`src/rtl/ram_write_sequencer_if.sv`:
```
// Bundle between the register-RAM write sequencer, its two producers,
// the RAM write port and the read-port hazard queries.
interface ram_write_sequencer_if #(
    parameter int DATA_WIDTH = 16,
    parameter int ADDR_WIDTH = 8,
    parameter int FIFO_DEPTH = 4
);
    localparam int CW = $clog2(FIFO_DEPTH) + 1;

    logic                  valid_a;
    logic [ADDR_WIDTH-1:0] addr_a;
    logic [DATA_WIDTH-1:0] data_a;
    logic                  ready_a;
    logic                  valid_b;
    logic [ADDR_WIDTH-1:0] addr_b;
    logic [DATA_WIDTH-1:0] data_b;
    logic                  ready_b;
    logic [ADDR_WIDTH-1:0] query_addr0;
    logic [ADDR_WIDTH-1:0] query_addr1;
    logic                  pending0;
    logic                  pending1;
    logic                  write_enable;
    logic [ADDR_WIDTH-1:0] write_address;
    logic [DATA_WIDTH-1:0] data_out;
    logic                  busy;
    logic [CW-1:0]         fifo_count;

    modport master (
        output valid_a, addr_a, data_a, valid_b, addr_b, data_b, query_addr0, query_addr1,
        input  ready_a, ready_b, pending0, pending1, write_enable, write_address, data_out,
               busy, fifo_count
    );

    modport slave (
        input  valid_a, addr_a, data_a, valid_b, addr_b, data_b, query_addr0, query_addr1,
        output ready_a, ready_b, pending0, pending1, write_enable, write_address, data_out,
               busy, fifo_count
    );
endinterface

```
`src/rtl/ram_write_sequencer.sv`:
```
// Sole writer of the register RAM: zero-fills after reset, then merges two
// producers through an in-order FIFO into one registered write per cycle.
module ram_write_sequencer #(
    parameter int DATA_WIDTH = 16,
    parameter int ADDR_WIDTH = 8,
    parameter int MEM_SIZE   = 16,
    parameter int FIFO_DEPTH = 4
) (
    input  logic                  clk,
    input  logic                  rst,
    ram_write_sequencer_if.slave  bus
);
    localparam int PW = $clog2(FIFO_DEPTH);
    localparam int CW = PW + 1;

    localparam logic [0:0] CLEAR = 1'b0;
    localparam logic [0:0] RUN   = 1'b1;

    localparam logic [ADDR_WIDTH-1:0] MAX_ADDR = ADDR_WIDTH'(MEM_SIZE);
    localparam logic [CW-1:0]         LIM_A    = CW'(FIFO_DEPTH - 1);
    localparam logic [CW-1:0]         LIM_B    = CW'(FIFO_DEPTH - 2);

    logic [0:0]            state;
    logic [ADDR_WIDTH-1:0] clr_cnt;
    logic [ADDR_WIDTH-1:0] q_addr [FIFO_DEPTH];
    logic [DATA_WIDTH-1:0] q_data [FIFO_DEPTH];
    logic [PW-1:0]         wr_ptr;
    logic [PW-1:0]         rd_ptr;
    logic [PW-1:0]         wr_ptr_b;
    logic [CW-1:0]         count;
    logic                  run;
    logic                  push_a;
    logic                  push_b;
    logic                  pop;
    logic                  we_r;
    logic [ADDR_WIDTH-1:0] wa_r;
    logic [DATA_WIDTH-1:0] wd_r;
    logic [FIFO_DEPTH-1:0] occ;
    logic [FIFO_DEPTH-1:0] hit0;
    logic [FIFO_DEPTH-1:0] hit1;

    assign run = (state == RUN);

    // Readiness looks only at the start-of-cycle count, so B's tighter limit
    // leaves room for a simultaneous A push without needing pop credit.
    assign bus.ready_a = run && (count <= LIM_A);
    assign bus.ready_b = run && (count <= LIM_B);

    assign push_a   = bus.valid_a && bus.ready_a && (bus.addr_a <= MAX_ADDR);
    assign push_b   = bus.valid_b && bus.ready_b && (bus.addr_b <= MAX_ADDR);
    assign pop      = run && (count != '0);
    assign wr_ptr_b = push_a ? wr_ptr + 1'b1 : wr_ptr;

    always_ff @(posedge clk) begin
        if (push_a) begin
            q_addr[wr_ptr] <= bus.addr_a;
            q_data[wr_ptr] <= bus.data_a;
        end
        if (push_b) begin
            q_addr[wr_ptr_b] <= bus.addr_b;
            q_data[wr_ptr_b] <= bus.data_b;
        end
    end

    always_ff @(posedge clk or posedge rst) begin
        if (rst) begin
            state   <= CLEAR;
            clr_cnt <= '0;
            wr_ptr  <= '0;
            rd_ptr  <= '0;
            count   <= '0;
            we_r    <= 1'b0;
            wa_r    <= '0;
            wd_r    <= '0;
        end else if (state == CLEAR) begin
            we_r    <= 1'b1;
            wa_r    <= clr_cnt;
            wd_r    <= '0;
            clr_cnt <= clr_cnt + 1'b1;
            if (clr_cnt == MAX_ADDR)
                state <= RUN;
        end else begin
            if (pop) begin
                we_r   <= 1'b1;
                wa_r   <= q_addr[rd_ptr];
                wd_r   <= q_data[rd_ptr];
                rd_ptr <= rd_ptr + 1'b1;
            end else begin
                we_r   <= 1'b0;
            end
            wr_ptr <= wr_ptr_b + PW'(push_b);
            count  <= count + CW'(push_a) + CW'(push_b) - CW'(pop);
        end
    end

    // Slot i is live when its distance from the read pointer is below count.
    // The entry already on the write port has left the queue and is not flagged.
    for (genvar i = 0; i < FIFO_DEPTH; i++) begin : g_slot
        assign occ[i]  = {1'b0, PW'(i) - rd_ptr} < count;
        assign hit0[i] = occ[i] && (q_addr[i] == bus.query_addr0);
        assign hit1[i] = occ[i] && (q_addr[i] == bus.query_addr1);
    end

    assign bus.pending0      = run ? |hit0 : 1'b1;
    assign bus.pending1      = run ? |hit1 : 1'b1;
    assign bus.write_enable  = we_r;
    assign bus.write_address = wa_r;
    assign bus.data_out      = wd_r;
    assign bus.busy          = !run;
    assign bus.fifo_count    = count;
endmodule

```
`src/flat_wrapper.sv`:
```
// flat-port wrapper written by rule: the top's interface ports become plain ports
module ram_write_sequencer_flat 
#(
    parameter int DATA_WIDTH = 16,
    parameter int ADDR_WIDTH = 8,
    parameter int MEM_SIZE   = 16,
    parameter int FIFO_DEPTH = 4
)
  (clk, rst, bus_valid_a, bus_addr_a, bus_data_a, bus_valid_b, bus_addr_b, bus_data_b, bus_query_addr0, bus_query_addr1, bus_ready_a, bus_ready_b, bus_pending0, bus_pending1, bus_write_enable, bus_write_address, bus_data_out, bus_busy, bus_fifo_count);
  ram_write_sequencer_if #(.DATA_WIDTH(DATA_WIDTH), .ADDR_WIDTH(ADDR_WIDTH), .FIFO_DEPTH(FIFO_DEPTH)) bus_i ();
  input  logic clk;
  input  logic rst;
  input wire logic [$bits(bus_i.valid_a)-1:0] bus_valid_a;
  input wire logic [$bits(bus_i.addr_a)-1:0] bus_addr_a;
  input wire logic [$bits(bus_i.data_a)-1:0] bus_data_a;
  input wire logic [$bits(bus_i.valid_b)-1:0] bus_valid_b;
  input wire logic [$bits(bus_i.addr_b)-1:0] bus_addr_b;
  input wire logic [$bits(bus_i.data_b)-1:0] bus_data_b;
  input wire logic [$bits(bus_i.query_addr0)-1:0] bus_query_addr0;
  input wire logic [$bits(bus_i.query_addr1)-1:0] bus_query_addr1;
  output wire logic [$bits(bus_i.ready_a)-1:0] bus_ready_a;
  output wire logic [$bits(bus_i.ready_b)-1:0] bus_ready_b;
  output wire logic [$bits(bus_i.pending0)-1:0] bus_pending0;
  output wire logic [$bits(bus_i.pending1)-1:0] bus_pending1;
  output wire logic [$bits(bus_i.write_enable)-1:0] bus_write_enable;
  output wire logic [$bits(bus_i.write_address)-1:0] bus_write_address;
  output wire logic [$bits(bus_i.data_out)-1:0] bus_data_out;
  output wire logic [$bits(bus_i.busy)-1:0] bus_busy;
  output wire logic [$bits(bus_i.fifo_count)-1:0] bus_fifo_count;
  assign bus_i.valid_a = bus_valid_a;
  assign bus_i.addr_a = bus_addr_a;
  assign bus_i.data_a = bus_data_a;
  assign bus_i.valid_b = bus_valid_b;
  assign bus_i.addr_b = bus_addr_b;
  assign bus_i.data_b = bus_data_b;
  assign bus_i.query_addr0 = bus_query_addr0;
  assign bus_i.query_addr1 = bus_query_addr1;
  assign bus_ready_a = bus_i.ready_a;
  assign bus_ready_b = bus_i.ready_b;
  assign bus_pending0 = bus_i.pending0;
  assign bus_pending1 = bus_i.pending1;
  assign bus_write_enable = bus_i.write_enable;
  assign bus_write_address = bus_i.write_address;
  assign bus_data_out = bus_i.data_out;
  assign bus_busy = bus_i.busy;
  assign bus_fifo_count = bus_i.fifo_count;
  ram_write_sequencer #(.DATA_WIDTH(DATA_WIDTH), .ADDR_WIDTH(ADDR_WIDTH), .MEM_SIZE(MEM_SIZE), .FIFO_DEPTH(FIFO_DEPTH)) u_core (.clk(clk), .rst(rst), .bus(bus_i));
endmodule
```
`config.mk`:
```
export PLATFORM = sky130hd
export DESIGN_NAME = ram_write_sequencer_flat
export DESIGN_NICKNAME = d
export VERILOG_FILES = /design/src/rtl/ram_write_sequencer_if.sv /design/src/rtl/ram_write_sequencer.sv /design/src/flat_wrapper.sv
export SDC_FILE = /design/constraint.sdc
export NUM_CORES = 1
export LEC_CHECK = 0
export ABC_AREA = 1
export CAP_MARGIN = 20
export CORE_ASPECT_RATIO = 1.2
export CORE_UTILIZATION = 61
export CTS_CLUSTER_SIZE = 40
export DETAILED_ROUTE_END_ITERATION = 7
export GPL_TIMING_DRIVEN = 0
export HOLD_SLACK_MARGIN = 0.03
export PLACE_DENSITY = 0.92
export SYNTH_ARGS = -nofsm -noshare
export SYNTH_HDL_FRONTEND = slang
export SYNTH_SLANG_ARGS = --single-unit
```
`constraint.sdc`:
```
create_clock -name clk -period 6.03 [get_ports clk]
set_input_delay 1.206 -clock clk [delete_from_list [all_inputs] [get_ports clk]]
set_output_delay 1.206 -clock clk [all_outputs]
set_load 0.01 [all_outputs]
```
==> results of run 1 <==
-- through the flow --
stage,hold WS (ns),cell area (µm²),worst slack (ns),instances,util (%)
final,0.499,9950,1.76,1249,77.5
after global routing,0.515,9950,1.55,1249,77.5
after CTS,0.504,9950,1.81,1249,77.5
after detailed placement,0.489,9380,1.81,1217,73.1
after global placement,0.465,9290,1.83,1213,72.3
after floorplan,0.463,8150,2.83,956,-
-- power groups by stage --
| stage | Clock, mW | Sequential [mW] | Combinational (mW) |
|---|---|---|---|
| floorplan | 0 | 1.28 | 0.844 |
| global placement | 0 | 1.25 | 1.43 |
| detailed placement | 0 | 1.25 | 1.48 |
| CTS | 1.01 | 1.24 | 1.50 |
| global route | 1.05 | 1.25 | 1.65 |
| finish | 1.02 | 1.24 | 1.54 |
-- per-layer routing --
layer	vias to the layer above	wire, µm	GRT usage, %
li1	3450	-	-
met1	3421	8420	44.9
met2	661	10900	56.3
met3	156	3130	8.61
met4	0	1330	22.2
met5	-	0	0
-- cell usage in the layout, fill, tap and decap left out, types with 6 or more instances in the layout --
master,netlist,routed
clkbuf_1,14,15
nand2_1,363,363
edfxtp_1,96,96
nand3_1,26,26
nand2_4,6,6
nor2_1,55,55
clkbuf_16,0,17
ha_1,13,13
buf_6,6,6
xnor2_1,26,26
a22o_1,16,16
nand4_1,110,110
o21ai_0,9,9
dfrtp_1,41,41
inv_1,73,72
clkdlybuf4s50_1,0,93
xor2_1,22,22
buf_2,25,25
-- Yosys cell counts, types with 5 or more instances --
cell type / count / area (µm²)
xor2_1: 22 / 193
ha_1: 13 / 163
nor2_1: 55 / 206
edfxtp_1: 96 / 2880
o21ai_0: 9 / 45.0
nand2_4: 6 / 67.6
nor3_1: 5 / 25.0
a22o_1: 16 / 140
inv_1: 73 / 274
buf_2: 25 / 125
clkbuf_1: 14 / 52.6
nand2_1: 363 / 1360
xnor2_1: 26 / 228
nand3_1: 26 / 130
buf_6: 6 / 67.6
dfrtp_1: 41 / 1030
a21oi_1: 5 / 25.0
nand4_1: 110 / 688
-- worst max-delay path, cell delays in order --
cell and delay [ns]:
clkdlybuf4s50_1 0.60, inv_1 0.12, nand2_1 0.08, nand4_1 0.11, nor2_1 0.16, nand2_1 0.07
nand2_1 0.07, nor2_1 0.04, nand2_1 0.08, clkdlybuf4s50_1 0.54
-- worst paths after layout --
| path | slack, ns | depth (start not counted) | from | endpoint |
|---|---|---|---|---|
| worst max-delay path | 1.76 | 10 | bus_query_addr0[1] | bus_pending0 |
| worst min-delay path | 0.50 | 2 | u_core.bus.write_address[7]$_DFFE_PP0P_ | u_core.bus.write_address[7]$_DFFE_PP0P_ |
| worst max register to register | 3.09 | 13 | u_core.bus.fifo_count[1]$_DFFE_PP0P_ | u_core.bus.fifo_count[1]$_DFFE_PP0P_ |
| worst min register to register | 0.50 | 2 | u_core.bus.write_address[7]$_DFFE_PP0P_ | u_core.bus.write_address[7]$_DFFE_PP0P_ |
| max in group asynchronous | 4.20 | 2 | rst | u_core.bus.write_address[3]$_DFFE_PP0P_ |
| min in group asynchronous | 1.27 | 2 | rst | u_core.bus.data_out[10]$_DFFE_PP0P_ |
-- registers in the layout (all words and copies together) (netlist names) --
register,count
u_core.q_data,64
u_core.q_addr,32
u_core.bus.data_out,16
u_core.bus.write_address,8
u_core.clr_cnt,8
u_core.bus.fifo_count,3
u_core.rd_ptr,2
u_core.wr_ptr,2
u_core.bus.write_enable,1
u_core.run,1
-- layout make-up --
type                            instances  area [µm²]
Multi-Input combinational cell        689        3600
Clock buffer                           18         429
Fill cell                             838        2890
Tap cell                              164         205
Timing Repair Buffer                   97        1030
Inverter                               75         282
Buffer                                 55         355
Clock inverter                         14         139
Sequential cell                       137        3910
-- kinds of logic after synthesis --
kind of cell	count (synthesis)	synth area share (%)
buffers and inverters	130	7.82
AND/OR/NAND/NOR	578	32.3
flip-flops	137	48.0
AO/OA/AOI/OAI	48	4.25
XOR/XNOR	48	5.16
adder cells (fa/ha/maj)	15	2.49
==> results.toml, run 1 <==
[critical_path]
critPathRequiredTime_ns = 4.82
crit_path_start_kind = "primary input"
critPathMaxFanout = 5
cp-end-kind = "output pin"
worstSetupPathType = "in2out"
cp.arrival_ns = 3.07

[route]
drt_wl_total_um = 23800
ant_nets = 0
drt-initial-drc-count = 1041
first_pass_iters = 8
num_vias = 7688
wire_per_inst_um = 19.1
viasPerCell = 6.16
drc = 5

[clocking]
clock-root-buffer = "clkbuf_16"
clock-sinks = 137
cts_buffer_depth = 2
clkTransAtPathRegs_ns = 0.06
tritoncts = "yes"
cts.htree.levels = 4
clkLatencyLatePin_ns = 0.44
ctsResizeCount = 0
hold_buffers = 0
postCtsSetupRepairBufs = 0
numCtsBuffers = 17

[pwr]
switching_share_pct = 39.7
power_density_nw_per_um2 = 381
clockPowerShare_pct = 26.8
ir_drop_mv = 0.262
power_frac_seq_pct = 32.7
finalPower_mw = 3.79
share_comb_of_total_power_pct = 40.5
p_switching_mw = 1.51
power.internal_mw = 2.29
p_leak_nw = 4.41

[sta]
setup_violations = 0
fmax_mhz = 234
hold_violations = 0
max_slew.worst_pin.slew_ns = 0.874
post-route-period-util_pct = 70.9
tns_ns = 0
finalClockSkew_ns = 0.00967
fin_crit_ns = 4.27
rsz0062_at_grt = "false"
slew_headroom_pct = 41.7
maxSlewViolCount = 0

[floorplan]
start_util_pct = 63.5
chipHeight_um = 129
num_rows = 45
die_area_um2 = 13800
die_x_um = 108
top_level_ports = 101
core-area_um2 = 12800

[outcome]
status = "complete, but fails checks"
violations = "DRC"

[global_routing]
first_global_vias = 7234
antenna_found_initial = 0
grt_pass1_wl_um = 36600
grt_max_degree = 42
grt_usage_pct = 35.9
overflow = 0

[synthesis]
synth.distinct_cells = 38
synth-seq-area-share_pct = 48.0
synth_area_um2 = 8150
avgSynthCellArea_um2 = 8.52
netlist_instances = 956
ys_async_sr_fraction_pct = 29.9
synth_edf_count = 96
ys_seq_elements = 137
ys.flop_type = "edfxtp_1"
synth_warnings = 0
syn_nets = 1039

[placed_design]
place_congestion = 0.977
hpwl_um = 16700
portBuffers = 93

[cells_and_area]
syn_to_final_growth_pct = 22.1
antenna_cells = 0
fin_nets = 1155
layout-drive-gt1-share_pct = 8.76

[min_path]
hp-class = "reg2reg"

[run]
cap_violations = 0
Note: power is estimated with default switching activity, not from simulation.
==> inputs of run 2 (changes only) <==
Settings changed: CORE_UTILIZATION 61 to 51, PLACE_DENSITY 0.92 to 0.83.
Clock period 6.03 ns to 3.5 ns, I/O delays scaled along.
==> run 2 against run 1 <==
- the flow now finishes without violations
- sequential power up 73%
- clock skew up 0.0014 ns
- core utilization down 13 points
- final cell count up 3.7%
- clock power up 83%
- die area up 19%
- global-route usage down 6.2 points
- largest power group unchanged
==> results.toml, run 2 (synthesis results as in run 1) <==
[clocking]
cts.htree.levels = 4
numCtsBuffers = 17
cts_buffer_depth = 2
clock-root-buffer = "clkbuf_16"
tritoncts = "yes"
hold_buffers = 0
clkTransAtPathRegs_ns = 0.06
clock-sinks = 137
clkLatencyLatePin_ns = 0.44

[run]
cap_violations = 0

[global_routing]
overflow = 0
antenna_found_initial = 0
first_global_vias = 7320
grt_max_degree = 42
grt_pass1_wl_um = 37300
grt_usage_pct = 29.7

[sta]
finalClockSkew_ns = 0.0111
max_slew.worst_pin.slew_ns = 0.884
slew_headroom_pct = 41.0
maxSlewViolCount = 0
post-route-period-util_pct = 97.8
hold_violations = 0
fmax_mhz = 292
fin_crit_ns = 3.42
setup_violations = 0

[critical_path]
crit_path_top_delay_cell = "clkdlybuf4s50_1"
cp_cell_sequence = "nand2_2 > nand2_1 > inv_1 > ha_1 > a31oi_2 > nand3_1 > nor2_1 > nor2_1 > nand2_1 > clkdlybuf4s50_1"
reg2regPathDepth = 13
cp-end-kind = "output pin"
max_stage_delay_ns = 0.54
critPathRequiredTime_ns = 2.80
crit_path_start_kind = "flop"
critPathMaxFanout = 7
cp.arrival_ns = 2.72
worstSetupPathType = "reg2out"

[min_path]
hp-class = "reg2reg"
hold_depth = 2

[floorplan]
num_rows = 50
top_level_ports = 101
start_util_pct = 52.1
die_area_um2 = 16500
core-area_um2 = 15600
chipHeight_um = 140
die_x_um = 117

[pwr]
power_density_nw_per_um2 = 664
ir_drop_mv = 0.460
p_leak_nw = 4.44

[route]
num_vias = 7430
first_pass_iters = 8
wire_per_inst_um = 18.5
drc = 0
ant_nets = 0
viasPerCell = 5.74
drt_wl_total_um = 23900
drt-initial-drc-count = 866

[cells_and_area]
n_fill_cell = 1242
top_register = "u_core.q_data"
syn_to_final_growth_pct = 23.5
seq_area_um2 = 3910
layout-drive-gt1-share_pct = 9.20
finalNonFillerCells = 1295
multi_input_area_um2 = 3620
design_area_um2 = 10100
final_common_cell = "nand2_1"
largest_reg_flops = 64
antenna_cells = 0
mostFrequentLayoutCells = "nand2_1 (362), nand4_1 (110), edfxtp_1 (96)"
fin_nets = 1157

[placed_design]
post_dp_cell_area_um2 = 9430
place_congestion = 0.898
portBuffers = 93
dp.cells = 1261
hpwl_um = 17300

[outcome]
status = "complete, no violations"
run 2: timing repair:
item,in CTS,in global routing
gates cloned,0,0
buffers inserted,0,2
pin swaps,0,1
setup endpoints to repair,2,2
gates resized for setup,3,2
run 2: metal layers:
| layer | GRT usage [%] | wire (µm) | share of wire (%) | vias to the layer above |
|---|---|---|---|---|
| met5 | 0 | 0 | 0 | - |
| met4 | 14.5 | 972 | 4.1 | 0 |
| met3 | 7.41 | 2520 | 11 | 106 |
| met2 | 48.4 | 11300 | 47 | 476 |
| met1 | 36.8 | 9110 | 38 | 3388 |
| li1 | - | - | - | 3460 |
run 2: worst paths after layout:
path | endpoint | start | slack [ns]
max in group asynchronous | u_core.rd_ptr[0]$_DFFE_PP0P_ | rst | 2.10
min in group asynchronous | u_core.bus.data_out[7]$_DFFE_PP0P_ | rst | 0.77
max reg2reg | u_core.bus.fifo_count[1]$_DFFE_PP0P_ | u_core.bus.fifo_count[1]$_DFFE_PP0P_ | 0.53
min | u_core.bus.write_address[0]$_DFFE_PP0P_ | u_core.bus.write_address[0]$_DFFE_PP0P_ | 0.50
max | bus_pending0 | u_core.rd_ptr[1]$_DFFE_PP0P_ | 0.08
min reg2reg | u_core.bus.write_address[0]$_DFFE_PP0P_ | u_core.bus.write_address[0]$_DFFE_PP0P_ | 0.50
run 2: final cells by class:
class,instances,share of cell area [%]
plain buffers,55,3.53
flip-flops and latches,137,38.8
inverters,75,2.80
multi-input cells,689,36.0
clock buffers,20,4.44
repair buffers,99,10.2
well taps,208,2.59
clock inverters,12,1.60
run 2: stage by stage:
stage	hold WS (ns)	total power, mW	setup slack (ns)	setup TNS (ns)	utilization [%]
after global routing	0.507	6.99	-0.0171	-0.0322	64.4
after CTS	0.498	6.60	0.000389	0	64.2
after global placement	0.463	4.64	-0.105	-7.36	59.7
final	0.496	6.68	0.0778	0	64.4
after floorplan	0.463	3.65	0.869	0	-
after detailed placement	0.484	4.73	0.0493	0	60.3
run 2: critical path: cells and delay by family, from the launching register on:
kind / cells / cell delay (ns)
buffers and inverters: 2 / 0.61
AND/OR/NAND/NOR: 6 / 0.67
adder cells (fa/ha/maj): 1 / 0.28
flip-flops: 1 / 0.48
AO/OA/AOI/OAI: 1 / 0.24
run 2: power breakdown:
part / internal, mW / switching [mW]
registers: 1.96 / 0.175
clock network: 1.15 / 0.720
logic: 1.01 / 1.67
total: 4.12 / 2.57
==> inputs of run 3 (changes only) <==
Settings changed: ABC_CLOCK_PERIOD_IN_PS set to 3500, GPL_ROUTABILITY_DRIVEN set to 0.
==> run 3 against run 2 <==
- die area is the same
- flip-flop and latch count stayed put
- first-iteration DRC count increased by 28%
- sequential power barely moved
- final area stayed put
- core utilization stayed put
- register-to-register slack lost 0.02 ns
- worst setup slack gained 0.051 ns
==> results.toml, run 3 (synthesis results as in run 1) <==
[critical_path]
cp.arrival_ns = 2.67
critPathMaxFanout = 5
r2r_slack_ns = 0.51
worstSetupPathType = "reg2out"
crit_path_start_kind = "flop"
cp-end-kind = "output pin"
critPathRequiredTime_ns = 2.80

[cells_and_area]
antenna_cells = 0
mostFrequentLayoutCells = "nand2_1 (362), nand4_1 (110), edfxtp_1 (96)"
fin_nets = 1156
largest_reg_flops = 64
top_register = "u_core.q_data"
design_area_um2 = 10100
syn_to_final_growth_pct = 23.5
final_common_cell = "nand2_1"
layout-drive-gt1-share_pct = 9.30
final_util_pct = 64.4

[clocking]
cts_buffer_depth = 2
clkTransAtPathRegs_ns = 0.06
tritoncts = "yes"
numCtsBuffers = 17
hold_buffers = 0
clock-root-buffer = "clkbuf_16"
clock-sinks = 137
clkLatencyLatePin_ns = 0.43
cts.htree.levels = 4

[sta]
finalClockSkew_ns = 0.00603
fmax_mhz = 297
hold_violations = 0
hold_slack_ns = 0.488
maxSlewViolCount = 0
slew_headroom_pct = 41.7
rsz0062_at_grt = "false"
post-route-period-util_pct = 96.3
setup_violations = 0
fin_crit_ns = 3.37
max_slew.worst_pin.slew_ns = 0.874
tns_ns = 0

[placed_design]
portBuffers = 93
post_dp_cell_area_um2 = 9450
hpwl_um = 17100

[pwr]
ir_drop_mv = 0.398
p_leak_nw = 4.45
finalPower_mw = 6.59
power_density_nw_per_um2 = 655

[global_routing]
grt_pass1_wl_um = 36700
overflow = 0
grt_max_degree = 42
antenna_found_initial = 0
grt_usage_pct = 29.1
first_global_vias = 7140

[route]
wire_per_inst_um = 18.3
first_pass_iters = 7
met3_length_um = 2740
drc = 0
num_vias = 7493
ant_nets = 0
drt_wl_total_um = 23700
viasPerCell = 5.79
met1_length_um = 8860
top_layer = "met4"
met2_length_um = 11300
drt-initial-drc-count = 1109

[floorplan]
num_rows = 50
die_x_um = 117
chipHeight_um = 140
start_util_pct = 52.1
top_level_ports = 101
core-area_um2 = 15600
die_area_um2 = 16500

[outcome]
status = "complete, no violations"

[min_path]
hp-class = "reg2reg"

[run]
cap_violations = 0
## run 3: changes by cell type in the layout (fill, tap and decap cells not counted), sizes merged
cell / previous run / this run
clkinv: 3 / 6
bufinv: 3 / 2
inv: 79 / 77
buf: 47 / 46
clkdlybuf4s50: 93 / 92
clkinvlp: 2 / 3
dlymetal6s2s: 0 / 1
clkbuf: 34 / 33
## run 3: layout make-up
class                           count  area [µm²]
Timing Repair Buffer               98        1050
Buffer                             55         355
Tap cell                          208         260
Sequential cell                   137        3910
Clock inverter                     13         145
Fill cell                        1254        5570
Multi-Input combinational cell    689        3630
Clock buffer                       19         433
Inverter                           75         282
## run 3: layer usage
layer  vias up  global-route usage, %
met5         -                      0
met4         0                   13.3
met3        93                   5.21
met2       507                   47.9
met1      3434                   37.4
li1       3459                      -
## run 3: final timing paths
check / start / to / cells past startpoint
worst max register to register: u_core.bus.fifo_count[1]$_DFFE_PP0P_ / u_core.bus.fifo_count[1]$_DFFE_PP0P_ / 13
worst max-delay path: u_core.rd_ptr[1]$_DFFE_PP0P_ / bus_pending1 / 11
worst min-delay path: u_core.bus.write_address[0]$_DFFE_PP0P_ / u_core.bus.write_address[0]$_DFFE_PP0P_ / 2
min in group asynchronous: rst / u_core.bus.data_out[7]$_DFFE_PP0P_ / 2
max in group asynchronous: rst / u_core.rd_ptr[1]$_DFFE_PP0P_ / 2
worst min register to register: u_core.bus.write_address[0]$_DFFE_PP0P_ / u_core.bus.write_address[0]$_DFFE_PP0P_ / 2
## run 3: where the power goes
part	internal (mW)	total, mW	switching (mW)	leakage, nW
registers	1.97	2.15	0.180	1.35
logic	1.01	2.68	1.67	2.82
clock network	1.05	1.76	0.711	0.274
## run 3: critical path: stages, from the launching register on
cell and delay [ns]:
dfrtp_2 0.46, nor2_4 0.15, inv_1 0.09, nand2_1 0.12
inv_1 0.07, ha_1 0.30, a31oi_4 0.21, nand3_1 0.09
nor2_1 0.11, nor2_1 0.05, nand2_1 0.07, clkdlybuf4s50_1 0.53
## run 3: per-stage QoR
stage / instances / setup WS, ns
2_1_floorplan: 956 / 0.869
3_3_place_gp: 1257 / -0.103
3_5_place_dp: 1261 / 0.113
4_1_cts: 1293 / 0.0192
5_1_grt: 1294 / 0.00592
6_report: 1294 / 0.129
## run 3: repair_timing
action / in CTS / in global routing
pin swaps: 0 / 1
setup endpoints to repair: 2 / 2
resized for setup: 4 / 4
buffers inserted: 0 / 1
